[src/rtl/alu_pkg.sv]
// Shared definitions for the sequential execute ALU: op codes, FSM states
// and small op-classification helpers used by the datapath and the FSM.
package alu_pkg;

  typedef enum logic [4:0] {
    OP_ADD    = 5'd0,
    OP_SUB    = 5'd1,
    OP_XOR    = 5'd2,
    OP_OR     = 5'd3,
    OP_AND    = 5'd4,
    OP_SLL    = 5'd5,
    OP_SRL    = 5'd6,
    OP_SRA    = 5'd7,
    OP_SLT    = 5'd8,
    OP_SLTU   = 5'd9,
    OP_MUL    = 5'd10,
    OP_MULH   = 5'd11,
    OP_MULHSU = 5'd12,
    OP_MULHU  = 5'd13,
    OP_DIV    = 5'd14,
    OP_DIVU   = 5'd15,
    OP_REM    = 5'd16,
    OP_REMU   = 5'd17
  } alu_op_e;

  typedef enum logic [1:0] {
    ST_IDLE,
    ST_CALC,
    ST_FIX,
    ST_DONE
  } alu_state_e;

  // Any op that goes through the iterative engine.
  function automatic logic is_muldiv(input logic [4:0] op);
    return (op >= 5'd10) && (op <= 5'd17);
  endfunction

  // Divide and remainder ops.
  function automatic logic is_divrem(input logic [4:0] op);
    return (op >= 5'd14) && (op <= 5'd17);
  endfunction

  // Operand A is treated as two's complement.
  function automatic logic is_signed_a(input logic [4:0] op);
    logic s;
    case (op)
      OP_MUL, OP_MULH, OP_MULHSU, OP_DIV, OP_REM: s = 1'b1;
      default:                                   s = 1'b0;
    endcase
    return s;
  endfunction

  // Operand B is treated as two's complement.
  function automatic logic is_signed_b(input logic [4:0] op);
    logic s;
    case (op)
      OP_MUL, OP_MULH, OP_DIV, OP_REM: s = 1'b1;
      default:                         s = 1'b0;
    endcase
    return s;
  endfunction

endpackage

[src/rtl/muldiv_iter.sv]
// Iterative unsigned multiply / restoring divide engine. Works on operand
// magnitudes; sign correction is done by the caller afterwards.
// Multiply: {acc, shreg} holds the running product, shreg starts as the
// multiplier. Divide: acc is the partial remainder, shreg shifts the
// dividend out and the quotient bits in.
module muldiv_iter #(
  parameter int WIDTH = 32,
  parameter int CNT_W = $clog2(WIDTH) + 1
) (
  input  logic             clk,
  input  logic             rst_n,
  input  logic             clear,
  input  logic             start,
  input  logic             fast,
  input  logic             is_div,
  input  logic             step,
  input  logic [WIDTH-1:0] mag_a,
  input  logic [WIDTH-1:0] mag_b,
  output logic             last,
  output logic [WIDTH-1:0] acc,
  output logic [WIDTH-1:0] shreg
);

  logic [WIDTH-1:0] opnd;
  logic             div_mode;
  logic [CNT_W-1:0] cnt;

  logic [WIDTH-1:0] acc_n;
  logic [WIDTH-1:0] shreg_n;
  logic             carry;
  logic [WIDTH-1:0] sum;
  logic [WIDTH:0]   rem_sh;
  logic [WIDTH-1:0] rem_sub;
  logic             rem_ge;

  assign last = (cnt == CNT_W'(1));

  // One shift-add or shift-subtract step, chosen by the latched mode.
  always_comb begin
    // NOTE: every signal driven here gets a default first so no path leaves
    // it unassigned, which would otherwise infer a latch.
    acc_n   = acc;
    shreg_n = shreg;
    {carry, sum} = {1'b0, acc} + {1'b0, (shreg[0] ? opnd : '0)};
    rem_sh  = {acc, shreg[WIDTH-1]};
    rem_ge  = (rem_sh >= {1'b0, opnd});
    rem_sub = rem_sh[WIDTH-1:0] - opnd;
    if (div_mode) begin
      acc_n   = rem_ge ? rem_sub : rem_sh[WIDTH-1:0];
      shreg_n = {shreg[WIDTH-2:0], rem_ge};
    end else begin
      acc_n   = {carry, sum[WIDTH-1:1]};
      shreg_n = {sum[0], shreg[WIDTH-1:1]};
    end
  end

  // Operand load on start, one iteration per step while the counter runs.
  always_ff @(posedge clk or negedge rst_n) begin
    // NOTE: state is updated with non-blocking assignments so every register
    // samples the values from before this edge.
    if (!rst_n) begin
      acc      <= '0;
      shreg    <= '0;
      opnd     <= '0;
      div_mode <= 1'b0;
      cnt      <= '0;
    end else if (clear) begin
      cnt <= '0;
    end else if (start) begin
      div_mode <= is_div;
      if (fast) begin
        // Result is known without iterating: quotient all-ones (b == 0) or
        // zero (|a| < |b|), remainder is the dividend magnitude.
        acc   <= mag_a;
        shreg <= (mag_b == '0) ? '1 : '0;
        opnd  <= mag_b;
        cnt   <= '0;
      end else begin
        acc   <= '0;
        shreg <= is_div ? mag_a : mag_b;
        opnd  <= is_div ? mag_b : mag_a;
        cnt   <= CNT_W'(WIDTH);
      end
    end else if (step && (cnt != '0)) begin
      acc   <= acc_n;
      shreg <= shreg_n;
      cnt   <= cnt - CNT_W'(1);
    end
  end

endmodule

[src/rtl/alu_muldiv_seq.sv]
// Registered EX-stage ALU with valid/ready handshake and an iterative
// RV32M-style multiply/divide engine. Simple ops take one cycle, mul/div
// take WIDTH+2 cycles.
// Optional: define ALU_DIV_FAST_PATH_EN to let div/rem by zero, or with
// |a| < |b|, skip the iteration (IDLE -> FIX -> DONE).
module alu_muldiv_seq
  import alu_pkg::*;
#(
  parameter int WIDTH = 32
) (
  input  logic             clk,
  input  logic             rst_n,
  input  logic             flush,
  input  logic             in_valid,
  output logic             in_ready,
  input  logic [4:0]       op,
  input  logic [WIDTH-1:0] src_a,
  input  logic [WIDTH-1:0] src_b,
  output logic             out_valid,
  input  logic             out_ready,
  output logic [WIDTH-1:0] result,
  output logic             zero,
  output logic             busy
);

  localparam int CNT_W = $clog2(WIDTH) + 1;
  localparam int SH_W  = $clog2(WIDTH);

  alu_state_e state, state_n, accept_target;

  alu_op_e op_q;
  logic    neg_a_q, neg_b_q, b_zero_q;

  logic             accept;
  logic             op_md, op_div, fast;
  logic             neg_a, neg_b;
  logic [WIDTH-1:0] mag_a, mag_b;
  logic [SH_W-1:0]  shamt;
  logic [WIDTH-1:0] simple_res;
  logic [WIDTH-1:0] fix_res;
  logic [2*WIDTH-1:0] prod, prod_fix;
  logic [WIDTH-1:0] quo, rem;

  logic             it_last;
  logic [WIDTH-1:0] it_acc, it_shreg;

  assign in_ready  = (state == ST_IDLE) || ((state == ST_DONE) && out_ready);
  assign accept    = in_valid && in_ready && !flush;
  assign out_valid = (state == ST_DONE);
  assign busy      = (state == ST_CALC) || (state == ST_FIX);

  assign op_md  = is_muldiv(op);
  assign op_div = is_divrem(op);
  assign neg_a  = is_signed_a(op) && src_a[WIDTH-1];
  assign neg_b  = is_signed_b(op) && src_b[WIDTH-1];
  assign mag_a  = neg_a ? -src_a : src_a;
  assign mag_b  = neg_b ? -src_b : src_b;
  assign shamt  = src_b[SH_W-1:0];

`ifdef ALU_DIV_FAST_PATH_EN
  assign fast = op_div && ((src_b == '0) || (mag_a < mag_b));
`else
  assign fast = 1'b0;
`endif

  muldiv_iter #(
    .WIDTH (WIDTH),
    .CNT_W (CNT_W)
  ) u_iter (
    .clk    (clk),
    .rst_n  (rst_n),
    .clear  (flush),
    .start  (accept && op_md),
    .fast   (fast),
    .is_div (op_div),
    .step   (state == ST_CALC),
    .mag_a  (mag_a),
    .mag_b  (mag_b),
    .last   (it_last),
    .acc    (it_acc),
    .shreg  (it_shreg)
  );

  // Single-cycle ops; unused codes give zero.
  always_comb begin
    simple_res = '0;
    case (op)
      OP_ADD:  simple_res = src_a + src_b;
      OP_SUB:  simple_res = src_a - src_b;
      OP_XOR:  simple_res = src_a ^ src_b;
      OP_OR:   simple_res = src_a | src_b;
      OP_AND:  simple_res = src_a & src_b;
      OP_SLL:  simple_res = src_a << shamt;
      OP_SRL:  simple_res = src_a >> shamt;
      OP_SRA:  simple_res = $signed(src_a) >>> shamt;
      OP_SLT:  simple_res = {{(WIDTH-1){1'b0}}, ($signed(src_a) < $signed(src_b))};
      OP_SLTU: simple_res = {{(WIDTH-1){1'b0}}, (src_a < src_b)};
      default: simple_res = '0;
    endcase
  end

  // Sign correction and half selection of the engine output.
  always_comb begin
    prod     = {it_acc, it_shreg};
    prod_fix = (neg_a_q ^ neg_b_q) ? -prod : prod;
    // Division by zero always yields all ones, whatever the operand signs.
    quo      = b_zero_q ? '1 : ((neg_a_q ^ neg_b_q) ? -it_shreg : it_shreg);
    // Remainder takes the sign of the dividend.
    rem      = neg_a_q ? -it_acc : it_acc;
    fix_res  = '0;
    case (op_q)
      OP_MUL:                       fix_res = prod_fix[WIDTH-1:0];
      OP_MULH, OP_MULHSU, OP_MULHU: fix_res = prod_fix[2*WIDTH-1:WIDTH];
      OP_DIV, OP_DIVU:              fix_res = quo;
      OP_REM, OP_REMU:              fix_res = rem;
      default:                      fix_res = '0;
    endcase
  end

  // Where an accepted op goes first.
  always_comb begin
    if (!op_md)    accept_target = ST_DONE;
    else if (fast) accept_target = ST_FIX;
    else           accept_target = ST_CALC;
  end

  // Next-state logic; flush wins over accept and out_ready.
  always_comb begin
    state_n = state;
    if (flush) begin
      state_n = ST_IDLE;
    end else begin
      unique case (state)
        ST_IDLE: if (accept) state_n = accept_target;
        ST_CALC: if (it_last) state_n = ST_FIX;
        ST_FIX:  state_n = ST_DONE;
        ST_DONE: if (out_ready) state_n = accept ? accept_target : ST_IDLE;
      endcase
    end
  end

  // State register.
  always_ff @(posedge clk or negedge rst_n) begin
    if (!rst_n) state <= ST_IDLE;
    else        state <= state_n;
  end

  // Op/sign capture on accept; result and zero registered together.
  always_ff @(posedge clk or negedge rst_n) begin
    if (!rst_n) begin
      op_q     <= OP_ADD;
      neg_a_q  <= 1'b0;
      neg_b_q  <= 1'b0;
      b_zero_q <= 1'b0;
      result   <= '0;
      zero     <= 1'b0;
    end else if (accept) begin
      op_q     <= alu_op_e'(op);
      neg_a_q  <= neg_a;
      neg_b_q  <= neg_b;
      b_zero_q <= (src_b == '0);
      if (!op_md) begin
        result <= simple_res;
        zero   <= (simple_res == '0);
      end
    end else if ((state == ST_FIX) && !flush) begin
      result <= fix_res;
      zero   <= (fix_res == '0);
    end
  end

endmodule

[config.mk]
export PLATFORM = sky130hd
export DESIGN_NAME = alu_muldiv_seq
export DESIGN_NICKNAME = d
export VERILOG_FILES = /design/src/rtl/alu_pkg.sv /design/src/rtl/muldiv_iter.sv /design/src/rtl/alu_muldiv_seq.sv
export SDC_FILE = /design/constraint.sdc
export NUM_CORES = 1
export LEC_CHECK = 0
export ABC_AREA = 1
export BUFFER_PORTS_ARGS = -buffer_cell sky130_fd_sc_hd__buf_2
export CAP_MARGIN = 20
export CORE_UTILIZATION = 70
export DETAILED_ROUTE_END_ITERATION = 12
export PLACE_DENSITY = 0.95
export SETUP_SLACK_MARGIN = 0.4
export SLEW_MARGIN = 10
export SYNTH_ARGS = -nofsm -noshare
export SYNTH_HDL_FRONTEND = slang
export SYNTH_SLANG_ARGS = --single-unit
[constraint.sdc]
create_clock -name clk -period 5.8 [get_ports clk]
set_input_delay 1.16 -clock clk [delete_from_list [all_inputs] [get_ports clk]]
set_output_delay 1.16 -clock clk [all_outputs]
set_load 0.005 [all_outputs]
==> tab_implementation.tex, run 1 <==
\begin{tabular}{lr}
\hline
Metric & Value \\
\hline
\multicolumn{2}{l}{\textbf{Yosys}} \\
\quad Syn\_nets & 5,254 \\
\quad Compound-cell area share of the yosys netlist & 0.1591 \\
\quad Total standard cell area after synthesis & 0.02731 mm² \\
\quad Yosys synthesis warning count & 0 \\
\quad Sequential-to-total area share from yosys stat & 0.1338 \\
\quad Number of cells produced by synthesis & 5,001 \\
\quad Share of synthesized cell area in full adder, half adder and majority cells & 0.08310 \\
\quad Fraction of registers with async set or reset after synthesis & 1.000 \\
\quad Prevailing post-synth register cell & dfrtp\_1 \\
\quad Post-synthesis cell type count & 68 \\
\quad Post-synthesis mux area share & 0 \\
\quad Number of enable flip-flop cells after synthesis & 0 \\
\quad Basic-gate share of the synthesized area counting and, or, nand and nor cells & 0.4665 \\
\quad Post-Synth XOR/XNOR Area & 0.03335 \\
\quad Per-instance average area after synthesis & 5.461 µm² \\
\quad Dominant combinational cell family by area after synthesis & simple AND/OR/NAND/NOR gates \\
\quad Flop and latch count out of synthesis & 146 \\
\multicolumn{2}{l}{\textbf{Placed design}} \\
\quad Gpl congestion & approximately 1.3 \\
\quad Sum of net half-perimeters after detailed placement & 93.23 mm \\
\quad Number of buffers added on ports & roughly 110 \\
\multicolumn{2}{l}{\textbf{Die}} \\
\quad \# IOs & between 100 and 150 \\
\quad Effective utilization at floorplan & 0.7183 \\
\quad Site row count & 71 \\
\quad Chip Height & 199.5 µm \\
\quad Chip Width & about 200 µm \\
\multicolumn{2}{l}{\textbf{Run status}} \\
\quad First error line in the log & [ERROR GRT-0116] Global routing finished with congestion. Check the congestion regions in the DRC Viewer. \\
\quad Result of the run & stopped before the end \\
\quad Stage where the run ended & 5\_1\_grt \\
\multicolumn{2}{l}{\textbf{Clock tree}} \\
\quad Post-CTS setup-driven buffer insertion count & 0 \\
\quad CTS root buffer & clkbuf\_16 \\
\quad Clk sinks & 146 \\
\quad Hold buffers post-CTS & 0 \\
\quad Number of levels in the clock H-tree & 4 \\
\quad Clock buffer depth & 2 \\
\quad Inserted Clock Buffers & 17 \\
\quad CTS-repair resized insts & 0 \\
\multicolumn{2}{l}{\textbf{Global routing}} \\
\quad Pin count of the biggest net entering global routing & 61 \\
\quad GR Util All Layers & 0.6854 \\
\quad Total global routing overflow & 72 \\
\quad Number of global-route vias before repair & 36,480 \\
\quad First-pass GRT wire length & roughly 210 mm \\
\hline
\end{tabular}
-- through the flow --
step | hold WS, ps | instance area (µm²) | utilization | std cells | setup WS (ps)
after floorplan | 467.1 | 27310 | - | 5001 | 2111
after global placement | 460.7 | 27800 | 0.7312 | 5465 | 1608
after detailed placement | 470.0 | 27800 | 0.7312 | 5465 | 1544
after CTS | 487.3 | 28400 | 0.7468 | 5496 | 1992
-- metal layers --
metal | track usage | GRT overflow
met3 | 0.5333 | 0
met5 | 0.1443 | 0
met1 | 0.7107 | 0
met4 | 0.6613 | 37
met2 | 0.8356 | 35
-- Yosys cell counts, types with 14 or more instances --
| library cell | instances | area (µm²) |
|---|---|---|
| clkbuf_1 | 63 | 236.5 |
| o221ai_1 | 27 | 236.5 |
| xor2_1 | 87 | 762.0 |
| a21oi_1 | 242 | 1211 |
| buf_6 | 14 | 157.7 |
| o21ai_0 | 265 | 1326 |
| a31oi_1 | 15 | 93.84 |
| a22oi_1 | 17 | 127.6 |
| ha_1 | 175 | 2190 |
| xnor2_1 | 17 | 148.9 |
| nor3_1 | 52 | 260.3 |
| nand2_1 | 1560 | 5856 |
| inv_2 | 22 | 82.58 |
| o211ai_1 | 47 | 352.8 |
| dfrtp_1 | 146 | 3654 |
| inv_1 | 613 | 2301 |
| nand4_1 | 67 | 419.2 |
| buf_2 | 78 | 390.4 |
| nor2_2 | 14 | 87.58 |
| nand3b_1 | 20 | 150.1 |
| o21ai_1 | 24 | 120.1 |
| nand3_1 | 642 | 3213 |
| nor2_1 | 556 | 2087 |
| o22ai_1 | 33 | 206.5 |
| buf_1 | 20 | 75.07 |
-- cells by family after synthesis --
logic type / count (synthesis)
AO/OA/AOI/OAI: 749
buffers and inverters: 835
adder cells (fa/ha/maj): 179
XOR/XNOR: 104
AND/OR/NAND/NOR: 2988
flip-flops: 146
==> run 2, diff against run 1 <==
--- a/config.mk
+++ b/config.mk
@@ -8,10 +8,9 @@
 export ABC_AREA = 1
 export BUFFER_PORTS_ARGS = -buffer_cell sky130_fd_sc_hd__buf_2
 export CAP_MARGIN = 20
-export CORE_UTILIZATION = 70
+export CORE_UTILIZATION = 40
 export DETAILED_ROUTE_END_ITERATION = 12
-export PLACE_DENSITY = 0.95
-export SETUP_SLACK_MARGIN = 0.4
+export PLACE_DENSITY_LB_ADDON = 0.15
 export SLEW_MARGIN = 10
 export SYNTH_ARGS = -nofsm -noshare
 export SYNTH_HDL_FRONTEND = slang
==> tab_implementation.tex, run 2 <==
\begin{tabular}{lr}
\hline
Metric & Value \\
\hline
\multicolumn{2}{l}{\textbf{Worst setup path}} \\
\quad Logic depth of the worst register-to-register path & 16 \\
\quad Type of element capturing the critical path & flip-flop \\
\quad R2R Path End & u\_iter.acc[31]\$\_DFFE\_PN0P\_ \\
\quad Crit start category & primary input \\
\quad Buffers \& Inverters on Critical Path & 3 \\
\quad Maximum fanout along the worst path & 14 \\
\quad Setup slack of the worst register-to-register path & 1860 ps \\
\quad Critical path arrival & about 5000 ps \\
\quad Launch point of the worst reg-to-reg path & u\_iter.shreg[0]\$\_DFFE\_PN0P\_ \\
\quad Largest incremental delay on the critical path & around 590 ps \\
\quad Cells traversed along the worst timing path & buf\_2 -> inv\_1 -> nor2\_2 -> nand2\_1 -> nor2\_2 -> nand3\_4 -> o21ai\_0 -> nor3\_1 -> nand3\_1 -> nor2\_1 -> buf\_4 -> a21oi\_1 -> o21ai\_0 -> nand2\_1 \\
\quad Kind of cell with the highest combined delay on the critical path & simple AND/OR/NAND/NOR gates \\
\quad Slowest cell on the critical path & nor2\_2 \\
\quad Worst setup path startpoint & op[1] \\
\quad CP Data Required Time & about 6200 ps \\
\quad Class of the most critical setup path & in2reg \\
\multicolumn{2}{l}{\textbf{Finish}} \\
\quad Most common library cell in the layout ignoring fill and taps & nand2\_1 \\
\quad Register cell area after layout & roughly 0.0037 mm² \\
\quad Number of fillers in the final layout & 7,769 \\
\quad Top library cells by usage in the layout, fill and taps aside & 1,560 x nand2\_1, 641 x nand3\_1, 613 x inv\_1 \\
\quad Fraction of layout cells with a size suffix above 1 & 0.06295 \\
\quad Footprint of the multi-input gates & 0.02027 mm² \\
\quad \# nets final & 5,260 \\
\quad Number of non-filler instances in the completed layout & 5,896 \\
\quad Signed area change from the synthesized netlist to the final layout & 6.684\% \\
\multicolumn{2}{l}{\textbf{Clock tree}} \\
\quad Hold buffers post-CTS & 0 (unchanged) \\
\quad Clk pin slew, worst setup/hold paths & 70 ps \\
\quad Clock buffer depth & 2 (unchanged) \\
\quad Post-CTS setup-driven buffer insertion count & 0 (unchanged) \\
\quad CTS root buffer & clkbuf\_16 \\
\quad CTS-repair resized insts & 0 (unchanged) \\
\quad Worst skew pair latency & 460 ps \\
\quad Clock tree from TritonCTS & built \\
\quad Clk sinks & 146 (unchanged) \\
\quad Number of levels in the clock H-tree & 4 (unchanged) \\
\quad Inserted Clock Buffers & 17 (unchanged) \\
\multicolumn{2}{l}{\textbf{Die}} \\
\quad Chip Height & 263.3 µm (+32\%) \\
\quad Site row count & 95 (+34\%) \\
\quad Effective utilization at floorplan & 0.4053 (-0.3131) \\
\quad Core outline area & 0.06740 mm² \\
\quad Area enclosed by the die boundary & 0.06933 mm² \\
\quad \# IOs & 110 (unchanged) \\
\quad Chip Width & 263.3 µm (+32\%) \\
\multicolumn{2}{l}{\textbf{Placed design}} \\
\quad \# placed instances & 5,861 (+7.2\%) \\
\quad Gpl congestion & 1.120 (-16\%) \\
\quad Number of buffers added on ports & 109 (unchanged) \\
\quad Sum of net half-perimeters after detailed placement & 129.0 mm (+38\%) \\
\multicolumn{2}{l}{\textbf{Detailed routing}} \\
\quad First drt pass iteration count & 7 \\
\quad Routed WL & 158.4 mm \\
\quad Vias per std cell & $\sim$5.9 \\
\quad Number of nets with antenna violations after routing & 0 \\
\quad Routed wirelength normalized by instance count & roughly 27 µm \\
\quad DRT iter0 DRCs & about 4,600 \\
\quad DRC errors left & 0 \\
\quad DR vias & 34,870 \\
\multicolumn{2}{l}{\textbf{Pwr}} \\
\quad Peak ir drop on the vdd network & 0.3146 mV \\
\quad Total design power & 12.75 mW \\
\quad Pleak & between 15 and 20 nW \\
\quad Power density relative to cell area & 437.7 mW/mm² \\
\multicolumn{2}{l}{\textbf{Timing}} \\
\quad Unrepaired setup endpoints after global routing & false \\
\quad Slew at the pin with the worst max-slew slack & 1247 ps \\
\quad Time the worst path needs with I/O delays and setup & 4622 ps \\
\quad Skew final & 13.98 ps \\
\quad Max-slew headroom & 0.1679 \\
\quad Period utilisation layout & 0.7969 \\
\quad Setup tns final & 0 ps \\
\quad Number of failing hold endpoints at the final stage & 0 \\
\quad Fmax & 216.3 MHz \\
\quad Final setup violation count & 0 \\
\quad Final slew viol count & 0 \\
\multicolumn{2}{l}{\textbf{Hold path}} \\
\quad Number of stages on the worst hold path & 2 \\
\quad Hold/Removal Path Class & reg2reg \\
\quad Source of the worst hold timing path & result[23]\$\_DFFE\_PN0P\_ \\
\quad Worst hold path endpoint & result[23]\$\_DFFE\_PN0P\_ \\
\multicolumn{2}{l}{\textbf{Global routing}} \\
\quad Total global routing overflow & 0 \\
\quad First-pass GRT wire length & 225.4 mm \\
\quad Initial antenna violation count & 3 \\
\quad Number of global-route vias before repair & 32,370 \\
\quad GR Util All Layers & 0.4449 \\
\quad Pin count of the biggest net entering global routing & about 150 \\
\multicolumn{2}{l}{\textbf{Yosys}} \\
\quad Post-synthesis cell type count & 68 (unchanged) \\
\quad Top cell types by occurrence after synthesis & 1,560 x nand2\_1, 642 x nand3\_1, 613 x inv\_1, 556 x nor2\_1, 265 x o21ai\_0 \\
\quad Yosys synthesis warning count & 0 (unchanged) \\
\quad Cell types occupying the most area after synthesis & nand2\_1 21\%, dfrtp\_1 13\%, nand3\_1 12\%, inv\_1 8.4\%, ha\_1 8.0\% \\
\quad Per-instance average area after synthesis & 5.461 µm² (unchanged) \\
\quad Number of enable flip-flop cells after synthesis & 0 (unchanged) \\
\quad Syn\_nets & 5,254 (unchanged) \\
\quad Proportion of netlist area held by the largest area contributor & 0.2144 (unchanged) \\
\quad Fraction of registers with async set or reset after synthesis & 1.000 (unchanged) \\
\quad Sequential-to-total area share from yosys stat & 0.1338 (unchanged) \\
\quad Number of cells produced by synthesis & 5,001 (unchanged) \\
\quad Cell type contributing the most total cell area after synthesis & nand2\_1 \\
\quad Most common cell in the netlist & nand2\_1 \\
\quad Total standard cell area after synthesis & 0.02731 mm² (unchanged) \\
\quad Prevailing post-synth register cell & dfrtp\_1 \\
\quad Flop and latch count out of synthesis & 146 (unchanged) \\
\multicolumn{2}{l}{\textbf{Flow run}} \\
\quad Count of maximum capacitance violations & 0 \\
\multicolumn{2}{l}{\textbf{Run status}} \\
\quad Result of the run & complete, no violations \\
\hline
\end{tabular}
-- run 2: cell counts after synthesis --
No cell type changed its count.
-- run 2: tightest hold or removal path: stages (launching register included) --
cell and delay, ps:
dfrtp_1 340, nand2_1 50, nand2_1 60
-- run 2: layout make-up --
| type | count | share of cell area |
|---|---|---|
| multi-input combinational | 4020 | 0.6957 |
| sequential | 146 | 0.1255 |
| inverter | 644 | 0.08313 |
| timing repair buffer | 178 | 0.03839 |
| tap | 873 | 0.03749 |
| clock buffer | 19 | 0.01520 |
| clock inverter | 13 | 0.004337 |
| antenna | 3 | 0.0002576 |
-- run 2: metal layers --
layer | share of wire | global-route usage | wire length, µm | vias up
met1 | 0.39 | 0.5442 | 61490 | 16240
met3 | 0.081 | 0.06127 | 12800 | 451
met5 | 0.00016 | 0 | 25 | -
li1 | - | - | - | 16290
met2 | 0.43 | 0.6883 | 67980 | 1882
met4 | 0.10 | 0.3847 | 16110 | 4
-- run 2: worst max path at each step --
| stage | endpoint | slack (ps) | cells after the start |
|---|---|---|---|
| 6_report | result[19]$_DFFE_PN0P_ | 1180 | 14 |
| 5_1_grt | result[19]$_DFFE_PN0P_ | 1180 | 14 |
| 4_1_cts | result[19]$_DFFE_PN0P_ | 1460 | 14 |
| 3_5_place_dp | result[19]$_DFFE_PN0P_ | 970 | 14 |
| 3_3_place_gp | result[19]$_DFFE_PN0P_ | 880 | 14 |
| 2_1_floorplan | zero$_DFFE_PN0P_ | 2110 | 28 |
-- run 2: cell families (layout without fill, tap and decap cells) --
family          Yosys count  count (layout)  synth area share
compound gates          749             749            0.1591
xor+xnor                104             104           0.03335
fa+ha+maj               179             179           0.08310
buf+inv                 835             854            0.1242
flops                   146             146            0.1338
other cells               0               3                 0
simple gates           2988            2988            0.4665
-- run 2: stage by stage --
| stage | utilization | instance area [µm²] | hold slack [ps] | worst slack [ps] |
|---|---|---|---|---|
| 2_1_floorplan | - | 27310 | 467.1 | 2111 |
| 3_3_place_gp | 0.4232 | 28520 | 465.1 | 883.9 |
| 3_5_place_dp | 0.4238 | 28560 | 468.6 | 969.0 |
| 4_1_cts | 0.4322 | 29130 | 484.8 | 1456 |
| 5_1_grt | 0.4322 | 29130 | 504.6 | 1176 |
| 6_report | 0.4323 | 29140 | 480.5 | 1178 |
-- run 2: power breakdown --
part	switching, mW	internal, mW	total [mW]
sequential	1.01	1.47	2.47
clock	0.514	0.609	1.12
combinational	6.39	2.77	9.16
No activity file was read; power rests on OpenSTA's default activity.
==> run 3, diff against run 2 <==
==> constraint.sdc (replaced) <==
create_clock -name clk -period 4.4 [get_ports clk]
set_input_delay 0.88 -clock clk [delete_from_list [all_inputs] [get_ports clk]]
set_output_delay 0.88 -clock clk [all_outputs]
set_load 0.005 [all_outputs]
==> tab_implementation.tex, run 3 (synthesized netlist as in run 2, its figures left out) <==
\begin{tabular}{lr}
\hline
Metric & Value \\
\hline
\multicolumn{2}{l}{\textbf{Timing}} \\
\quad Max-slew headroom & 0.3044 (+0.1365) \\
\quad Number of failing hold endpoints at the final stage & 0 (unchanged) \\
\quad Min Hold Slack & 414.2 ps (-66.37 ps) \\
\quad Skew final & 13.95 ps (-0.02330 ps) \\
\quad Final setup violation count & 0 (unchanged) \\
\quad Final slew viol count & 0 (unchanged) \\
\quad Time the worst path needs with I/O delays and setup & between 3000 and 4000 ps \\
\quad Period utilisation layout & 0.8959 \\
\quad Unrepaired setup endpoints after global routing & false \\
\quad Slew at the pin with the worst max-slew slack & 1042 ps (-205.1 ps) \\
\quad Setup tns final & 0 ps (unchanged) \\
\quad Fmax & 253.7 MHz \\
\multicolumn{2}{l}{\textbf{Worst setup path}} \\
\quad Crit start category & primary input \\
\quad Maximum fanout along the worst path & 9 (-5) \\
\quad Slowest cell on the critical path & ha\_1 \\
\quad Launch point of the worst reg-to-reg path & u\_iter.shreg[0]\$\_DFFE\_PN0P\_ \\
\quad Type of element capturing the critical path & flip-flop \\
\quad Critical path arrival & 4340 ps (-680 ps) \\
\quad Cell repeated most along the worst path & nand2\_1 \\
\quad Class of the most critical setup path & in2reg \\
\quad R2R Path End & u\_iter.acc[31]\$\_DFFE\_PN0P\_ \\
\quad Logic depth of the worst register-to-register path & 16 (unchanged) \\
\quad CP Data Required Time & 4800 ps (-1400 ps) \\
\quad Setup slack of the worst register-to-register path & 740 ps (-1120 ps) \\
\quad Cells traversed along the worst timing path & buf\_2 -> inv\_1 -> ha\_1 -> nand2\_1 -> nor2\_1 -> inv\_1 -> nor3\_1 -> and2\_1 -> nand2\_1 -> nand2\_1 -> nand2\_1 -> nand3\_1 -> nand2\_1 -> nor2\_1 -> buf\_4 -> nand2\_1 -> nor2\_1 -> nand2\_1 -> nor2\_1 -> buf\_4 -> nand3\_1 -> nand2\_1 -> nand2\_1 -> nand2\_1 \\
\quad Largest incremental delay on the critical path & 640 ps (+50 ps) \\
\multicolumn{2}{l}{\textbf{Detailed routing}} \\
\quad Number of nets with antenna violations after routing & 0 (unchanged) \\
\quad Routed WL & 156.0 mm (-1.5\%) \\
\quad First drt pass iteration count & 6 (-1) \\
\quad DRC errors left & 0 (unchanged) \\
\quad DRT iter0 DRCs & 4,459 (-2.4\%) \\
\quad Routed wirelength normalized by instance count & 25.88 µm (-3.7\%) \\
\quad DR vias & 35,170 (+0.87\%) \\
\quad Vias per std cell & 5.833 (-1.4\%) \\
\multicolumn{2}{l}{\textbf{Pwr}} \\
\quad Relative contribution of sequential cells to total power & 0.182 (-0.012) \\
\quad Peak ir drop on the vdd network & 0.3862 mV (+23\%) \\
\quad Combinational cell fraction of total power & 0.731 (+0.013) \\
\quad Fraction of power consumed by the clock network & 0.088 (about the same) \\
\quad Total design power & 16.89 mW (+32\%) \\
\quad Power density relative to cell area & 560.4 mW/mm² (+28\%) \\
\quad Net switching power figure & 10.36 mW (+31\%) \\
\quad Pleak & 15.98 nW (+4.3\%) \\
\quad Design internal power & 6.531 mW (+35\%) \\
\quad Switching share of total power & 0.6133 (-0.006802) \\
\multicolumn{2}{l}{\textbf{Clock tree}} \\
\quad Clock tree from TritonCTS & built \\
\quad Clk sinks & 146 (unchanged) \\
\quad Post-CTS setup-driven buffer insertion count & 0 (unchanged) \\
\quad Number of levels in the clock H-tree & 4 (unchanged) \\
\quad Clk pin slew, worst setup/hold paths & 70 ps (about the same) \\
\quad Clock buffer depth & 2 (unchanged) \\
\quad Hold buffers post-CTS & 0 (unchanged) \\
\quad CTS-repair resized insts & 0 (unchanged) \\
\quad Worst skew pair latency & 460 ps (about the same) \\
\quad Inserted Clock Buffers & 17 (unchanged) \\
\quad CTS root buffer & clkbuf\_16 \\
\multicolumn{2}{l}{\textbf{Placed design}} \\
\quad Gpl congestion & 1.086 (-3.0\%) \\
\quad Number of buffers added on ports & 109 (unchanged) \\
\quad Sum of net half-perimeters after detailed placement & 129.9 mm (+0.69\%) \\
\quad \# placed instances & 5,998 (+2.3\%) \\
\multicolumn{2}{l}{\textbf{Hold path}} \\
\quad Hold/Removal Path Class & in2async \\
\multicolumn{2}{l}{\textbf{Global routing}} \\
\quad Number of global-route vias before repair & 32,840 (+1.4\%) \\
\quad Total global routing overflow & 0 (unchanged) \\
\quad GR Util All Layers & 0.4379 (-0.006983) \\
\quad Pin count of the biggest net entering global routing & 99 (-33\%) \\
\quad First-pass GRT wire length & 223.2 mm (-0.95\%) \\
\quad Initial antenna violation count & 1 (-2) \\
\multicolumn{2}{l}{\textbf{Finish}} \\
\quad Core utilization of the finished layout & 0.4472 (+0.01482) \\
\quad \# diodes & 0 (-3) \\
\quad Signed area change from the synthesized netlist to the final layout & 10.34\% \\
\quad \# nets final & 5,397 (+2.6\%) \\
\quad Most common library cell in the layout ignoring fill and taps & nand2\_1 \\
\quad Fraction of layout cells with a size suffix above 1 & 0.08784 (+0.02489) \\
\quad Number of non-filler instances in the completed layout & 6,030 (+2.3\%) \\
\quad Number of fillers in the final layout & 7,740 (-0.37\%) \\
\quad Top library cells by usage in the layout, fill and taps aside & 1,560 x nand2\_1, 641 x nand3\_1, 613 x inv\_1 \\
\multicolumn{2}{l}{\textbf{Die}} \\
\quad Chip Width & 263.3 µm (unchanged) \\
\quad Effective utilization at floorplan & 0.4053 (unchanged) \\
\quad Area enclosed by the die boundary & 0.06933 mm² (unchanged) \\
\quad Chip Height & 263.3 µm (unchanged) \\
\quad Core outline area & 0.06740 mm² (unchanged) \\
\quad Site row count & 95 (unchanged) \\
\quad \# IOs & 110 (unchanged) \\
\multicolumn{2}{l}{\textbf{Run status}} \\
\quad Result of the run & complete, no violations \\
\multicolumn{2}{l}{\textbf{Flow run}} \\
\quad Count of maximum capacitance violations & 0 (unchanged) \\
\hline
\end{tabular}
==> run 3: cell types whose count changed in the layout (fill, tap and decap cells not counted), sizes merged <==
| cell | previous run | this run |
|---|---|---|
| diode | 3 | 0 |
| clkinvlp | 3 | 4 |
| clkbuf | 19 | 17 |
| clkinv | 11 | 9 |
| buf | 178 | 315 |
| inv | 642 | 645 |
==> run 3: area by class of cell <==
class / count / area, µm² / share of cell area
Timing Repair Buffer: 315 / 2123 / 0.07046
Sequential cell: 146 / 3655 / 0.1213
Multi-Input combinational cell: 4020 / 20270 / 0.6727
Inverter: 644 / 2422 / 0.08038
Clock inverter: 15 / 146.4 / 0.004858
Tap cell: 873 / 1092 / 0.03625
Clock buffer: 17 / 425.4 / 0.01412
==> run 3: power groups by stage <==
stage	combinational, mW	sequential, mW	clock [mW]
finish	12.3	3.07	1.49
global route	13.4	3.07	1.54
CTS	12.0	2.99	1.49
detailed placement	11.9	3.02	0
global placement	11.9	3.03	0
floorplan	8.13	2.47	0
==> run 3: metrics by stage <==
step	cell area, µm²	setup slack, ps
2_1_floorplan	27310	990.8
6_report	30140	458.1
4_1_cts	30140	421.5
3_3_place_gp	29560	-95.75
5_1_grt	30140	219.8
3_5_place_dp	29560	-29.47
==> run 3: worst max path at each step <==
stage,slack [ps],from,end
floorplan,990,src_b[3],zero$_DFFE_PN0P_
global placement,-100,src_a[26],zero$_DFFE_PN0P_
detailed placement,-30,src_a[26],zero$_DFFE_PN0P_
CTS,420,src_a[26],zero$_DFFE_PN0P_
global route,220,src_a[26],zero$_DFFE_PN0P_
finish,460,src_a[26],zero$_DFFE_PN0P_
==> run 3: critical path, delay by kind of cell <==
kind                       cells  cell delay, ps
and+or+nand+nor               18            1940
buffers and inverters          5             870
adders and majority gates      1             640
==> run 3: routing by layer <==
layer  up-vias  track usage  share of wire
li1      16560            -              -
met3       421      0.04518          0.073
met5         -            0              0
met2      1891       0.6977           0.44
met1     16300       0.5367           0.39
met4         0       0.3569          0.095
